===== config.mk =====
export PLATFORM = sky130hd
export DESIGN_NAME = rca4_seq_ctrl
export DESIGN_NICKNAME = d
export VERILOG_FILES = /design/src/rtl/rca4_seq_ctrl.sv
export SDC_FILE = /design/constraint.sdc
export NUM_CORES = 1
export LEC_CHECK = 0
export CAP_MARGIN = 20
export CORE_AREA = 3 3 85 67
export DETAILED_ROUTE_END_ITERATION = 10
export DIE_AREA = 0 0 88 70
export GPL_TIMING_DRIVEN = 0
export PLACE_DENSITY = 0.82
export SLEW_MARGIN = 40
export SYNTH_ARGS = -nofsm -noshare
export SYNTH_HDL_FRONTEND = slang
export SYNTH_SLANG_ARGS = --single-unit

===== constraint.sdc =====
create_clock -name clk -period 8.7 [get_ports clk]
set_input_delay 1.74 -clock clk [delete_from_list [all_inputs] [get_ports clk]]
set_output_delay 1.74 -clock clk [all_outputs]
set_load 0.02 [all_outputs]

===== src/rtl/rca4_seq_ctrl.sv =====
// Nibble-serial W-bit adder: one shared 4-bit ripple-carry adder is stepped
// LSB nibble first, with a registered carry chaining the slices.

module P2_RCA4_hier (
  input  logic [3:0] a,
  input  logic [3:0] b,
  input  logic       ci,
  output logic [3:0] s,
  output logic       co
);
  logic [4:0] c;

  assign c[0] = ci;

  for (genvar i = 0; i < 4; i++) begin : g_fa
    assign s[i]   = a[i] ^ b[i] ^ c[i];
    assign c[i+1] = (a[i] & b[i]) | (c[i] & (a[i] ^ b[i]));
  end

  assign co = c[4];
endmodule

// state | meaning
// IDLE  | waiting for start; last result held on sum/co/ovf
// RUN   | one nibble added per clock, idx selects the slice
// DONE  | one-cycle done pulse, back to IDLE unconditionally
module rca4_seq_ctrl #(
  parameter int NIBBLES = 4
) (
  input  logic                 clk,
  input  logic                 rst_n,
  input  logic                 start,
  input  logic [4*NIBBLES-1:0] a,
  input  logic [4*NIBBLES-1:0] b,
  input  logic                 ci,
  output logic                 busy,
  output logic                 done,
  output logic [4*NIBBLES-1:0] sum,
  output logic                 co,
  output logic                 ovf
);
  localparam int W  = 4 * NIBBLES;
  localparam int IW = (NIBBLES > 1) ? $clog2(NIBBLES) : 1;

  typedef enum logic [1:0] {IDLE, RUN, DONE} state_t;

  state_t          state, state_nxt;
  logic [W-1:0]    a_r, b_r;
  logic            carry_r;
  logic [IW-1:0]   idx;
  logic [3:0]      nib_a, nib_b, rca_s;
  logic            rca_co;
  logic            last;

  assign last = (idx == IW'(NIBBLES - 1));

  always_comb begin
    nib_a = '0;
    nib_b = '0;
    for (int k = 0; k < NIBBLES; k++) begin
      if (idx == IW'(k)) begin
        nib_a = a_r[4*k +: 4];
        nib_b = b_r[4*k +: 4];
      end
    end
  end

  P2_RCA4_hier u_rca (
    .a  (nib_a),
    .b  (nib_b),
    .ci (carry_r),
    .s  (rca_s),
    .co (rca_co)
  );

  always_ff @(posedge clk or negedge rst_n) begin
    if (!rst_n) state <= IDLE;
    else        state <= state_nxt;
  end

  always_comb begin
    state_nxt = state;
    case (state)
      IDLE:    if (start) state_nxt = RUN;
      RUN:     if (last)  state_nxt = DONE;
      DONE:    state_nxt = IDLE;
      default: state_nxt = IDLE;
    endcase
  end

  always_ff @(posedge clk or negedge rst_n) begin
    if (!rst_n) begin
      a_r     <= '0;
      b_r     <= '0;
      carry_r <= 1'b0;
      idx     <= '0;
      sum     <= '0;
      co      <= 1'b0;
      ovf     <= 1'b0;
    end else begin
      case (state)
        IDLE: begin
          if (start) begin
            a_r     <= a;
            b_r     <= b;
            carry_r <= ci;
            idx     <= '0;
            sum     <= '0;
          end
        end
        RUN: begin
          for (int k = 0; k < NIBBLES; k++) begin
            if (idx == IW'(k)) sum[4*k +: 4] <= rca_s;
          end
          carry_r <= rca_co;
          idx     <= idx + 1'b1;
          // Signed overflow: operands agree in sign but the top nibble's MSB differs.
          if (last) begin
            co  <= rca_co;
            ovf <= (a_r[W-1] == b_r[W-1]) && (rca_s[3] != a_r[W-1]);
          end
        end
        default: ;
      endcase
    end
  end

  assign busy = (state == RUN);
  assign done = (state == DONE);
endmodule

==> results of run 1 <==
==> state kept, by name, indices dropped and copies added, names as in the netlist <==
signal   cells
state        2
idx          2
a_r         16
ovf          1
co           1
sum         16
carry_r      1
b_r         16
==> worst max path at each step <==
stage / start / endpoint / slack (ps)
after floorplan: idx[0]$_DFFE_PN0P_ / sum[3]$_DFFE_PN0P_ / 5350
after global placement: rst_n / b_r[4]$_DFFE_PN0P_ / 4290
after detailed placement: idx[0]$_DFFE_PN0P_ / sum[3]$_DFFE_PN0P_ / 4910
after CTS: idx[0]$_DFFE_PN0P_ / sum[3]$_DFFE_PN0P_ / 4890
after global routing: idx[0]$_DFFE_PN0P_ / sum[3]$_DFFE_PN0P_ / 4640
final: idx[0]$_DFFE_PN0P_ / sum[7]$_DFFE_PN0P_ / 4880
==> through the flow <==
step / setup WS, ps / area, um2
after floorplan: 5350 / 2610
after global placement: 4290 / 3230
after detailed placement: 4910 / 3250
after CTS: 4890 / 3380
after global routing: 4640 / 3380
final: 4880 / 3380
==> report_power, final <==
group | internal [mW] | switching, mW
Combinational | 0.381 | 0.430
Sequential | 0.374 | 0.0647
Clock | 0.115 | 0.0831
==> kinds of logic after synthesis <==
kind of cell | after synthesis | synth area share
and+or+nand+nor | 35 | 0.0663
muxes | 26 | 0.112
buffers and inverters | 32 | 0.0586
AOI/OAI and AO/OA | 70 | 0.185
DFF | 55 | 0.528
adders and majority gates | 8 | 0.0500
==> layout make-up <==
| type | instances | area share |
|---|---|---|
| buffer | 15 | 0.0262 |
| inverter | 17 | 0.0189 |
| clock buffer | 5 | 0.0203 |
| clock inverter | 3 | 0.0200 |
| timing repair buffer | 56 | 0.168 |
| tap | 60 | 0.0222 |
| multi-input combinational | 139 | 0.318 |
| sequential | 55 | 0.407 |
==> cells in the mapped netlist <==
cell type                  instances
sky130_fd_sc_hd__dfrtp_1          55
sky130_fd_sc_hd__fa_1              4
sky130_fd_sc_hd__nor3b_4           1
sky130_fd_sc_hd__nor2_1            9
sky130_fd_sc_hd__nand3b_1          1
sky130_fd_sc_hd__o21ai_0          17
sky130_fd_sc_hd__buf_6             3
sky130_fd_sc_hd__a21oi_1          16
sky130_fd_sc_hd__nand2b_1          1
sky130_fd_sc_hd__clkbuf_1          4
sky130_fd_sc_hd__and3b_1           2
sky130_fd_sc_hd__mux2i_1           1
sky130_fd_sc_hd__buf_2             8
sky130_fd_sc_hd__o21bai_2          1
sky130_fd_sc_hd__a22oi_1           3
sky130_fd_sc_hd__a22o_1           30
sky130_fd_sc_hd__mux2_2           24
sky130_fd_sc_hd__a31oi_1           2
sky130_fd_sc_hd__o31ai_1           1
sky130_fd_sc_hd__inv_1            17
sky130_fd_sc_hd__nand2_1          17
sky130_fd_sc_hd__mux2_1            1
sky130_fd_sc_hd__nor2b_1           4
sky130_fd_sc_hd__ha_1              4
==> worst max-delay path, delay by kind of cell (launching register included) <==
kind | cells | cell delay, ps
adder cells (fa/ha/maj) | 5 | 1630
flip-flops | 1 | 430
buffers and inverters | 5 | 830
AO/OA/AOI/OAI | 4 | 800
==> metal layers <==
layer	vias up	routed length, um
li1	916	-
met1	932	2510
met2	65	2550
met3	8	343
met4	0	57
met5	-	0
==> results.txt, run 1 <==
----------------------------------------------------
[Yosys]
  Avg Cell Area, Syn ... between 10 and 15 um2
  Post-synthesis cell count ... 226
  Number of warnings issued by yosys ... 0
  Cells taking the most area after synthesis ... sky130_fd_sc_hd__dfrtp_1 (53%), sky130_fd_sc_hd__mux2_2 (10%), sky130_fd_sc_hd__a22o_1 (10%)
  Net count after synthesis ... between 200 and 300
  Netlist area before placement ... roughly 2600 um2
  Synthesis-stage register bit count ... between 50 and 60
  Synth area leader ... sky130_fd_sc_hd__dfrtp_1
  Portion of synthesized cell area occupied by the leading cell type ... 0.528
  Post-synthesis cell type count ... 24
  Seq/Total Area, Yosys ... 0.528

[CTS]
  Clock buffer count from CTS ... 5
  Number of setup buffers added after CTS ... 0
  Count of clock tree sinks ... 55
  Clock transition at the registers of the reported paths ... 100 ps
  Clock Latency Late Sink ... about 320 ps
  Clock tree from TritonCTS ... yes
  Number of buffers added to fix hold violations after cts ... 0
  CTS H-tree lvls ... 2
  Root cell of the clock tree ... sky130_fd_sc_hd__clkbuf_8
  Gates resized, CTS repair ... 0
  Clock tree buffer depth ... 2

[Timing]
  Setup Total Neg Slack ... 0 ps
  Count of endpoints failing hold in the final timing report ... 0
  Pins Over Slew Limit ... 0
  Fmax ... about 0.26 GHz
  Headroom to the max-slew limit ... 0.712
  Fin crit period ... 3820 ps
  Total setup violations reported at the end of the flow ... 0
  Worst Tran Pin Value ... around 430 ps
  Unrepaired setup endpoints after global routing ... false
  Tightest hold margin ... approximately 500 ps
  Clk_skew ... between 10 and 15 ps
  Final period utilization ... 0.439

[GRT]
  Number of global-route vias before repair ... just under 2000
  Maximum number of pins on one net before global-route repair ... 29
  Global-route wire length before repair ... approximately 9.4 mm
  Met1 usage in global routing ... 0.289
  Most Crowded Layer GR ... met2
  Global routing usage on met3 ... 0.0389
  Total global routing track utilization ... 0.197
  Antenna violations before repair ... 0
  Grt ovf ... 0
  GRT met2 Usage ... 0.296

[Finish]
  Number of filler instances in the final layout ... 372
  Final core area utilization ... 0.695
  Layout net count ... 333
  Ant. Diodes ... 0
  Most frequent cells in the layout ... sky130_fd_sc_hd__dfrtp_1 (55), sky130_fd_sc_hd__clkdlybuf4s50_1 (54), sky130_fd_sc_hd__a22o_1 (30), sky130_fd_sc_hd__mux2_2 (24)
  Area taken by flip-flops and latches ... around 1400 um2
  Area of combinational cells with multiple inputs ... approximately 1100 um2
  Area overhead of the layout relative to synthesis ... 29.9%
  Most common library cell in the layout ignoring fill and taps ... sky130_fd_sc_hd__dfrtp_1
  Number of standard cells in the final layout excluding fillers ... between 300 and 400
  Share of post-route cells with drive strength above 1 ... 0.162

[Die]
  Total die area ... 6160 um2
  Effective utilization at floorplan ... 0.535
  Height of the die ... around 70 um
  I/O pin cnt ... between 50 and 60
  Die outline width ... between 80 and 90 um
  Core region area ... ~4900 um2
  Num rows ... 22

[Min path]
  Worst Hold Path Cells ... 1
  Worst hold start ... sum[15]$_DFFE_PN0P_
  Endpoint of the worst hold path ... sum[15]$_DFFE_PN0P_
  Tightest Hold Check Type ... flip-flop to flip-flop

[Detailed routing]
  Residual antenna-violating net count after detailed routing ... 0
  Average wire per standard cell ... ~16 um
  Number of optimization iterations in the first detailed-route pass ... 4
  Average vias per placed instance ... roughly 5.5
  Number of violations reported at the end of detailed-routing iteration 0 ... 151
  Count of vias placed by the detailed router ... 1921
  Aggregate routed wire length ... roughly 5.5 mm
  DRC viols ... 0

[Power and ir drop]
  Static leakage ... between 1.5 and 2 nW
  Power density cells ... 428 nW/um2
  Worst IR drop on VDD ... ~0.21 mV
  Final Total Pwr ... between 1 and 1.5 mW

[Critical path]
  Library cell appearing most often on the critical path ... sky130_fd_sc_hd__fa_1
  Startpoint class of the critical path ... flip-flop
  Number of cells traversed by the worst register-to-register path ... 14
  RR Endpoint ... sum[7]$_DFFE_PN0P_
  Required time worst endpoint ... around 8900 ps
  Class of the most critical setup path ... flip-flop to flip-flop
  Launch instance of the worst register-to-register path ... idx[0]$_DFFE_PN0P_
  Internal reg-to-reg setup slack ... between 4000 and 5000 ps
  Maximum fanout along the worst path ... 10
  Capturing element type of the critical path ... flip-flop
  Data arrival time of the critical path ... about 4000 ps
  Slowest stage cell on the critical path ... sky130_fd_sc_hd__fa_1
  CP cell instances ... inv_1, ha_1, buf_2, clkbuf_1, a21oi_1, a22o_1, fa_1, inv_1, fa_1, inv_1, fa_1, fa_1, a22o_1, a22o_1
  Critical Path Max Stage Delay ... ~570 ps

[Placement]
  Detailed Place HPWL ... a little over 4 mm
  Port bufs ... 55
  Last weighted congestion value of the routability-driven placer ... 0.810
  Number of cells in the design after placement ... between 300 and 400

[Run status]
  Run status ... completed

[Run]
  Number of violations of the max-capacitance limit ... 0

----------------------------------------------------
Note: power is estimated with default switching activity, not from simulation.
==> run 2, diff against run 1 <==
CORE_AREA = 3 3 88 69   (was 3 3 85 67)
DIE_AREA = 0 0 91 72   (was 0 0 88 70)
PLACE_DENSITY = 0.77   (was 0.82)
clock period = 3.6 ns   (was 8.7 ns; I/O delays follow)
==> run 2 against run 1 <==
First-iteration DRC count is 46% lower; register-to-register slack worse by 4700 ps; design area increased by 0.44%; maximum frequency is 13% higher; routed wire length grew 0.20%; total power grew 140%; clock-buffer cell count up 2; utilization shrank 5.3 points; worst setup slack got worse by 4700 ps; non-clock buffer count grew 1; critical path type unchanged; critical endpoint is now sum[3]$_DFFE_PN0P_; largest power group unchanged.
==> results.txt, run 2 (same netlist as run 1, synthesis figures left out) <==
----------------------------------------------------
[Detailed routing]
  Count of vias placed by the detailed router ... approximately 1900
  Number of violations reported at the end of detailed-routing iteration 0 ... just over 80
  Average wire per standard cell ... 15.0 um
  Number of optimization iterations in the first detailed-route pass ... 4
  Average vias per placed instance ... about 5.2
  Residual antenna-violating net count after detailed routing ... 0
  Aggregate routed wire length ... between 5 and 6 mm
  DRC viols ... 0

[Critical path]
  CP cell instances ... inv_1, ha_1, clkbuf_4, buf_6, a21oi_1, a22o_1, fa_1, inv_1, fa_1, inv_1, fa_2, fa_2, a22o_1, a22o_1
  RR Endpoint ... sum[3]$_DFFE_PN0P_
  Maximum fanout along the worst path ... 10
  Data arrival time of the critical path ... 3580 ps
  Launch instance of the worst register-to-register path ... idx[0]$_DFFE_PN0P_
  Critical Path Max Stage Delay ... approximately 520 ps
  Class of the most critical setup path ... flip-flop to flip-flop
  Internal reg-to-reg setup slack ... ~220 ps
  Capturing element type of the critical path ... flip-flop
  Startpoint of the most critical setup path ... idx[0]$_DFFE_PN0P_
  Number of cells traversed by the worst register-to-register path ... 14
  Crit-path leading delay family ... adder cells
  Startpoint class of the critical path ... flip-flop
  WP buf/inv ... 5
  Required time worst endpoint ... between 3000 and 4000 ps
  Slowest stage cell on the critical path ... sky130_fd_sc_hd__fa_2

[CTS]
  Clock transition at the registers of the reported paths ... about 90 ps
  Clock tree buffer depth ... 2
  Count of clock tree sinks ... 55
  Root cell of the clock tree ... sky130_fd_sc_hd__clkbuf_8
  Clock buffer count from CTS ... 5
  CTS H-tree lvls ... 2
  Clock Latency Late Sink ... ~310 ps
  Clock tree from TritonCTS ... yes

[Placement]
  Number of cells in the design after placement ... between 300 and 400
  Port bufs ... 55
  Last weighted congestion value of the routability-driven placer ... 0.848
  Detailed Place HPWL ... between 4 and 5 mm

[Timing]
  Final period utilization ... 0.938
  Fin crit period ... about 3400 ps
  Unrepaired setup endpoints after global routing ... false
  Fmax ... 0.296 GHz
  Clk_skew ... between 4 and 5 ps
  Headroom to the max-slew limit ... 0.722
  Pins Over Slew Limit ... 0
  Worst Tran Pin Value ... roughly 420 ps
  Count of endpoints failing hold in the final timing report ... 0
  Total setup violations reported at the end of the flow ... 0

[Power and ir drop]
  Pint ... roughly 2.1 mW
  Fraction of power consumed by sequential logic ... 0.306
  Switch Pwr ... 1.39 mW
  Worst IR drop on VDD ... about 0.42 mV
  Power density cells ... between 1000 and 1500 nW/um2
  Static leakage ... roughly 1.5 nW
  Clk pwr share ... 0.106
  Final Total Pwr ... about 3.5 mW
  Relative contribution of combinational cells to total power ... 0.587
  Proportion of total power due to net switching ... 0.400

[GRT]
  Number of global-route vias before repair ... 1916
  Maximum number of pins on one net before global-route repair ... 35
  Total global routing track utilization ... 0.176
  Grt ovf ... 0
  Antenna violations before repair ... 0
  Global-route wire length before repair ... 9.09 mm

[Run status]
  Run status ... completed

[Die]
  Total die area ... 6550 um2
  Die outline width ... roughly 91 um
  Num rows ... 23
  Core region area ... between 5000 and 6000 um2
  Height of the die ... 72 um
  I/O pin cnt ... 56
  Effective utilization at floorplan ... 0.492

[Finish]
  Largest registers in the final layout ... a_r (16), b_r (16), sum (16)
  Ant. Diodes ... 0
  Area overhead of the layout relative to synthesis ... 30.5%
  Layout net count ... 334
  Area taken by flip-flops and latches ... between 1000 and 1500 um2
  Area of combinational cells with multiple inputs ... between 1000 and 1500 um2
  Number of filler instances in the final layout ... between 400 and 500
  Share of post-route cells with drive strength above 1 ... 0.179
  Most common library cell in the layout ignoring fill and taps ... sky130_fd_sc_hd__dfrtp_1
  Most frequent cells in the layout ... sky130_fd_sc_hd__dfrtp_1 (55), sky130_fd_sc_hd__clkdlybuf4s50_1 (54), sky130_fd_sc_hd__a22o_1 (30), sky130_fd_sc_hd__mux2_2 (24)
  Number of standard cells in the final layout excluding fillers ... between 300 and 400

[Min path]
  Tightest Hold Check Type ... input pin to asynchronous set/reset pin

[Run]
  Number of violations of the max-capacitance limit ... 0

----------------------------------------------------
==> run 2: cell types whose count changed in the layout (fill, tap and decap cells not counted), moves of 2 or more <==
cell / previous run / this run
sky130_fd_sc_hd__buf_2: 8 / 6
sky130_fd_sc_hd__buf_4: 1 / 4
sky130_fd_sc_hd__bufinv_16: 2 / 0
sky130_fd_sc_hd__clkbuf_1: 4 / 2
sky130_fd_sc_hd__clkbuf_8: 5 / 7
sky130_fd_sc_hd__fa_1: 4 / 2
sky130_fd_sc_hd__fa_2: 0 / 2
sky130_fd_sc_hd__o21ai_0: 17 / 15
sky130_fd_sc_hd__o21ai_1: 0 / 2
==> run 2: what timing repair did <==
| item | 4_1_cts | 5_1_grt |
|---|---|---|
| hold buffers | 0 | 0 |
| setup endpoints to repair | 3 | 5 |
| setup buffers | 0 | 2 |
| gates resized for setup | 1 | 11 |
| pin swaps | 0 | 1 |
==> run 2: worst reg2reg max path: stages (launching register included) <==
cell and delay, ps:
sky130_fd_sc_hd__dfrtp_1 430, sky130_fd_sc_hd__inv_1 120, sky130_fd_sc_hd__ha_1 160, sky130_fd_sc_hd__clkbuf_4 200, sky130_fd_sc_hd__buf_6 160, sky130_fd_sc_hd__a21oi_1 70, sky130_fd_sc_hd__a22o_1 220, sky130_fd_sc_hd__fa_1 380
sky130_fd_sc_hd__inv_1 70, sky130_fd_sc_hd__fa_1 150, sky130_fd_sc_hd__inv_1 50, sky130_fd_sc_hd__fa_2 350, sky130_fd_sc_hd__fa_2 520, sky130_fd_sc_hd__a22o_1 230, sky130_fd_sc_hd__a22o_1 170
==> run 2: power by group through the flow <==
stage	Combinational, mW	Sequential [mW]	Clock (mW)
CTS	1.93	1.07	0.379
floorplan	1.29	1.11	0
global placement	1.88	1.07	0
detailed placement	1.93	1.08	0
finish	2.04	1.07	0.370
global route	2.25	1.10	0.402
==> run 2: cell type report <==
cell class                 count  share of cell area
timing repair buffer          58               0.172
sequential                    55               0.405
clock inverter                 1             0.00221
clock buffer                   7              0.0283
buffer                        14              0.0287
inverter                      17              0.0188
tap                           75              0.0276
multi-input combinational    139               0.318
==> run 2: how the worst max path moves through the flow <==
stage                    endpoint  slack (ps)  depth (start not counted)
5_1_grt        sum[3]$_DFFE_PN0P_          30                         14
3_3_place_gp   sum[3]$_DFFE_PN0P_        -100                         14
4_1_cts        sum[3]$_DFFE_PN0P_           3                         14
2_1_floorplan  sum[3]$_DFFE_PN0P_         250                         14
3_5_place_dp   sum[3]$_DFFE_PN0P_        -140                         14
6_report       sum[3]$_DFFE_PN0P_         220                         14
==> run 2: metal layers <==
| layer | wire length, um | up-vias | global-route usage |
|---|---|---|---|
| met5 | 0 | - | 0 |
| met4 | 66 | 0 | 0.0535 |
| met3 | 382 | 9 | 0.0435 |
| met2 | 2550 | 69 | 0.286 |
| met1 | 2480 | 907 | 0.237 |
| li1 | - | 922 | - |
==> run 2: through the flow <==
step	TNS, ps	instance area (um2)	worst slack (ps)	hold WS [ps]	utilization
floorplan	0	2610	254	424	-
global placement	-189	3250	-95.5	489	0.614
detailed placement	-310	3270	-136	487	0.617
CTS	0	3370	2.56	288	0.636
global route	0	3400	32.7	292	0.642
finish	0	3400	222	284	0.642
